## src/rtl/seg_scan_controller.sv

```systemverilog
// Four-digit 7-segment scan controller: one shared BCD decoder, blank gap between digits,
// once-per-frame input snapshot. Optional leading-zero suppression via LEADING_ZERO_BLANK_EN.
module seg_scan_controller #(
  parameter int BLANK_CYCLES = 2,
  parameter int DRIVE_CYCLES = 100000
) (
  input  logic        clk,
  input  logic        rst_n,
  input  logic [15:0] digits,
  input  logic [3:0]  digit_en,
  input  logic [3:0]  dp_in,
  output logic [3:0]  bcd_out,
  output logic [3:0]  an,
  output logic        dp,
  output logic        frame_start
);

  localparam int MAX_CYCLES = (BLANK_CYCLES > DRIVE_CYCLES) ? BLANK_CYCLES : DRIVE_CYCLES;
  localparam int CW = $clog2(MAX_CYCLES + 1);
  localparam logic [CW-1:0] BLANK_LAST = (BLANK_CYCLES > 0) ? CW'(BLANK_CYCLES - 1) : '0;
  localparam logic [CW-1:0] DRIVE_LAST = CW'(DRIVE_CYCLES - 1);

  typedef enum logic {
    S_BLANK = 1'b0,
    S_DRIVE = 1'b1
  } state_t;

  state_t        state_q, state_d;
  logic [1:0]    idx_q, idx_d;
  logic [CW-1:0] cnt_q, cnt_d;
  logic [15:0]   sh_digits_q, sh_digits_d;
  logic [3:0]    sh_en_q, sh_en_d;
  logic [3:0]    sh_dp_q, sh_dp_d;
  logic [3:0]    mask_d;
  logic          wrap;
  logic [3:0]    an_q, an_d;
  logic [3:0]    bcd_q, bcd_d;
  logic          dp_q, dp_d;
  logic          fs_q;

`ifdef LEADING_ZERO_BLANK_EN
  logic [3:0] mask_q;

  // Blank enabled zero digits from the top until a nonzero or dp-marked enabled digit.
  function automatic logic [3:0] lead_zero_mask(input logic [15:0] d, input logic [3:0] en,
                                                input logic [3:0] pt);
    logic [3:0] m;
    logic       suppress;
    m = 4'b0000;
    suppress = 1'b1;
    for (int i = 3; i >= 1; i--) begin
      if (en[i]) begin
        if (suppress && (d[4*i +: 4] == 4'd0) && !pt[i]) m[i] = 1'b1;
        else suppress = 1'b0;
      end
    end
    return m;
  endfunction
`endif

  always_comb begin
    state_d     = state_q;
    idx_d       = idx_q;
    cnt_d       = cnt_q + CW'(1);
    sh_digits_d = sh_digits_q;
    sh_en_d     = sh_en_q;
    sh_dp_d     = sh_dp_q;
    wrap        = 1'b0;
    case (state_q)
      S_BLANK: begin
        if ((BLANK_CYCLES == 0) || (cnt_q == BLANK_LAST)) begin
          state_d = S_DRIVE;
          cnt_d   = '0;
        end
      end
      S_DRIVE: begin
        if (cnt_q == DRIVE_LAST) begin
          idx_d   = idx_q + 2'd1;
          cnt_d   = '0;
          state_d = (BLANK_CYCLES == 0) ? S_DRIVE : S_BLANK;
          wrap    = (idx_q == 2'd3);
        end
      end
      default: state_d = S_BLANK;
    endcase

    if (wrap) begin
      sh_digits_d = digits;
      sh_en_d     = digit_en;
      sh_dp_d     = dp_in;
    end

`ifdef LEADING_ZERO_BLANK_EN
    mask_d = wrap ? lead_zero_mask(digits, digit_en, dp_in) : mask_q;
`else
    mask_d = 4'b0000;
`endif

    // Outputs are computed from next-state values so they register on the same edge.
    an_d  = 4'b1111;
    bcd_d = 4'hF;
    dp_d  = 1'b1;
    if ((state_d == S_DRIVE) && !mask_d[idx_d]) begin
      bcd_d = sh_digits_d[{idx_d, 2'b00} +: 4];
      if (sh_en_d[idx_d]) begin
        an_d[idx_d] = 1'b0;
        dp_d        = ~sh_dp_d[idx_d];
      end
    end
  end

  always_ff @(posedge clk or negedge rst_n) begin
    if (!rst_n) begin
      state_q     <= S_BLANK;
      idx_q       <= 2'd0;
      cnt_q       <= '0;
      sh_digits_q <= 16'h0000;
      sh_en_q     <= 4'h0;
      sh_dp_q     <= 4'h0;
      an_q        <= 4'b1111;
      bcd_q       <= 4'hF;
      dp_q        <= 1'b1;
      fs_q        <= 1'b0;
    end else begin
      state_q     <= state_d;
      idx_q       <= idx_d;
      cnt_q       <= cnt_d;
      sh_digits_q <= sh_digits_d;
      sh_en_q     <= sh_en_d;
      sh_dp_q     <= sh_dp_d;
      an_q        <= an_d;
      bcd_q       <= bcd_d;
      dp_q        <= dp_d;
      fs_q        <= wrap;
    end
  end

`ifdef LEADING_ZERO_BLANK_EN
  always_ff @(posedge clk or negedge rst_n) begin
    if (!rst_n) mask_q <= 4'h0;
    else        mask_q <= mask_d;
  end
`endif

  assign an          = an_q;
  assign bcd_out     = bcd_q;
  assign dp          = dp_q;
  assign frame_start = fs_q;

endmodule

```

## config.mk

```make
export PLATFORM = sky130hd
export DESIGN_NAME = seg_scan_controller
export DESIGN_NICKNAME = d
export VERILOG_FILES = /design/src/rtl/seg_scan_controller.sv
export SDC_FILE = /design/constraint.sdc
export NUM_CORES = 1
export LEC_CHECK = 0
export ABC_CLOCK_PERIOD_IN_PS = 8500
export BUFFER_PORTS_ARGS = -buffer_cell sky130_fd_sc_hd__buf_2
export CAP_MARGIN = 20
export CORE_UTILIZATION = 35
export DETAILED_ROUTE_END_ITERATION = 12
export PLACE_DENSITY_LB_ADDON = 0.2
export SLEW_MARGIN = 0
export SYNTH_ARGS = -nofsm -noshare
export SYNTH_HDL_FRONTEND = slang
export SYNTH_SLANG_ARGS = --single-unit
export TNS_END_PERCENT = 20
```

## constraint.sdc

```tcl
create_clock -name clk -period 8.5 [get_ports clk]
set_input_delay 0.85 -clock clk [delete_from_list [all_inputs] [get_ports clk]]
set_output_delay 0.85 -clock clk [all_outputs]
set_load 0.02 [all_outputs]
```

==> flow_metrics.tcl <==
set metrics [dict create \
    syn_area_um2 2460 \
    async_reset_ff_share_pct 100 \
    diodes 0 \
    rsz0062_at_grt "false" \
    synth.largest_area_cell "dfrtp_1" \
    cp.required_ns 8.74 \
    reg2regPathDepth 7 \
    num_vias 1738 \
    final_area_um2 2810 \
    finalNetCount 300 \
    antenna_left 0 \
    io_pins 36 \
    cts_hold_buffers 0 \
    netlist_instances 235 \
    finalMaxSlewViolations 0 \
    post_drt_wl_per_cell_um 12.9 \
    start_util_pct 36.2 \
    synth_area_leaders "dfrtp_1 46%, dfstp_2 9.6%, nand2_1 7.8%" \
    post_cts_buffers 0 \
    reg2reg_slack_ns 5.48 \
    post_dp_cell_area_um2 2700 \
    layout_setup_ws_ns 5.48 \
    vias_per_cell 4.72 \
    clk_pin_slew_worst_paths_ns 0.10 \
    cts-root-buf "clkbuf_8" \
    hold_violations 0 \
    seq_area_frac_synth_pct 55.5 \
    holdWs_ns 0.468 \
    cp_max_fo 6 \
    cts_max_level 2 \
    synth_edf_count 0 \
    hp-class "reg2reg" \
    startpoint_type "register" \
    yosys_most_used_dff "dfrtp_1" \
    cts_max_path_buffers 2 \
    die-width_um 85.8 \
    hold_depth 2 \
    gp_congestion 0.779 \
    routed_wl_mm 4.74 \
    synth.avg_cell_area_um2 10.5 \
    synth_cell_types 40 \
    worst_pin_slew_ns 0.815 \
    place_hpwl_mm 3.22 \
    netlist.area_leader.share_pct 45.8 \
    clk_latency_ns 0.31 \
    grt_pass1_vias 1708 \
    numCtsBuffers 5 \
    critPathCaptureType "register" \
    hold_start "sh_digits_q[11]$_DFF_PN0_" \
    area_growth_pct 14.5 \
    cp_num_buf_inv 0 \
    die-area_um2 7360 \
    cp_data_arrival_time_ns 3.26 \
    antenna_found_initial 0 \
    timing.setup.tns_ns 0 \
    slew_headroom_pct 45.4 \
    yosys_warnings 0 \
    final_util_pct 41.4 \
    drive_gt1_share_pct 25.4 \
    cts_tree "built" \
    cap_violations 0 \
    hold_end "sh_digits_q[11]$_DFF_PN0_" \
    r2r_end "an[2]$_DFF_PN1_" \
    drt_pass1_iterations 4 \
    rows 30 \
    outcome "finished clean" \
    power_density_nw_per_um2 151 \
    cp_cell_sequence "or4_4 > nor4_4 > and3_1 > mux2i_1 > o221ai_2 > or3_4 > or3_1" \
    drt_iter0_drc 85 \
    syn_nets 264 \
    skew_ns 0.0138 \
    coreArea_um2 6790 \
    r2r-start "cnt_q[12]$_DFF_PN0_" \
    setup_viol 0 \
    cp_slowest_cell "or4_4" \
    synth_seq_cells 54 \
    grt_start_max_net_pins 55 \
    track_usage_pct 14.5 \
    grt_pass1_wl_mm 8.14 \
    pre_cts_ws_ns 5.24 \
    finalCriticalPeriod_ns 3.02 \
    die_y_um 85.8 \
    worstSetupPathType "reg2reg" \
    max_freq_mhz 331 \
    clock_sinks 54 \
    p_leak_uw 0.00128 \
    critPathMaxStageDelay_ns 0.57 \
    finalCritPeriodShare_pct 35.5 \
    ir_worst_vdd_v 0.0000613 \
    critPathTopFamily "simple AND/OR/NAND/NOR gates" \
    cts_resized 0 \
    grt_overflow 0 \
    io_buffers 35 \
    route.detailed.drc 0 \
]
==> layout by cell type, fill, tap and decap left out, drive strengths merged, types with 6 or more instances in the layout <==
cell	synthesis	final
buf	3	37
clkbuf	5	6
dfrtp	45	45
dfstp	9	9
inv	11	11
mux2	6	6
mux2i	6	6
nand2	51	51
nand3	14	14
nand4	9	9
nor2	19	19
o21ai	7	7
xnor2	11	11
==> worst reg2reg max path, cell delays in order (launching register included) <==
cell and delay [ns]:
dfrtp_1 0.46, or4_4 0.57, nor4_4 0.25, and3_1 0.37, mux2i_1 0.40, o221ai_2 0.16
or3_4 0.43, or3_1 0.32
==> through the flow <==
step,power [uW],instances
2_1_floorplan,266,235
3_5_place_dp,278,359
3_3_place_gp,277,359
5_1_grt,444,368
4_1_cts,433,367
6_report,425,368
==> how the worst max path moves through the flow <==
| stage | depth (start not counted) | start | to | slack (ns) |
|---|---|---|---|---|
| finish | 7 | cnt_q[12]$_DFF_PN0_ | an[2]$_DFF_PN1_ | 5.48 |
| global route | 8 | cnt_q[12]$_DFF_PN0_ | an[1]$_DFF_PN1_ | 5.26 |
| CTS | 7 | cnt_q[12]$_DFF_PN0_ | dp$_DFF_PN1_ | 5.23 |
| detailed placement | 7 | cnt_q[12]$_DFF_PN0_ | dp$_DFF_PN1_ | 5.24 |
| global placement | 7 | cnt_q[12]$_DFF_PN0_ | dp$_DFF_PN1_ | 5.26 |
| floorplan | 8 | cnt_q[12]$_DFF_PN0_ | an[1]$_DFF_PN1_ | 5.83 |
==> power breakdown <==
part / total, uW / switching (uW) / leakage (uW) / internal [uW]
Combinational: 13.1 / 7.56 / 0.000625 / 5.55
Clock: 154 / 86.3 / 0.0000514 / 67.2
Sequential: 259 / 0.327 / 0.000605 / 259
Total: 425 / 94.2 / 0.00128 / 331
==> flip-flops by register name, summed over array words and instances (netlist names) <==
register,flops
idx_q,2
dp,1
state_q,1
sh_digits_q,16
bcd_out,4
frame_start,1
sh_en_q,4
cnt_q,17
sh_dp_q,4
an,4
==> cells in the mapped netlist, types with 3 or more instances <==
library cell / count
or3_1: 3
xnor2_1: 10
a31oi_1: 3
nor3_1: 4
dfstp_2: 9
clkbuf_1: 5
o21ai_0: 6
nor2_1: 19
mux2i_1: 6
dfrtp_1: 45
ha_1: 3
o211ai_1: 4
nand3_1: 14
nand2_1: 51
inv_1: 11
mux2_2: 4
xor2_1: 5
nand4_1: 9
==> cells by family after synthesis <==
kind of cell,share of synthesized area (%)
compound gates,4.89
xor+xnor,6.01
fa+ha+maj,1.53
buf+inv,4.02
flops,55.5
mux,5.50
simple gates,22.6
==> layer usage <==
| layer | wire length [um] | track usage, % |
|---|---|---|
| met1 | 2410 | 20.8 |
| met2 | 2100 | 21.5 |
| met3 | 162 | 3.27 |
| met4 | 70 | 5.00 |
| met5 | 0 | 0 |
==> area by class of cell <==
cell class	instances	area, um2
inverter	11	41.3
sequential	54	1360
clock inverter	2	17.5
timing repair buffer	37	194
tap	96	120
fill	680	3980
multi-input combinational	162	995
clock buffer	6	82.6
Note: power is estimated with default switching activity, not from simulation.
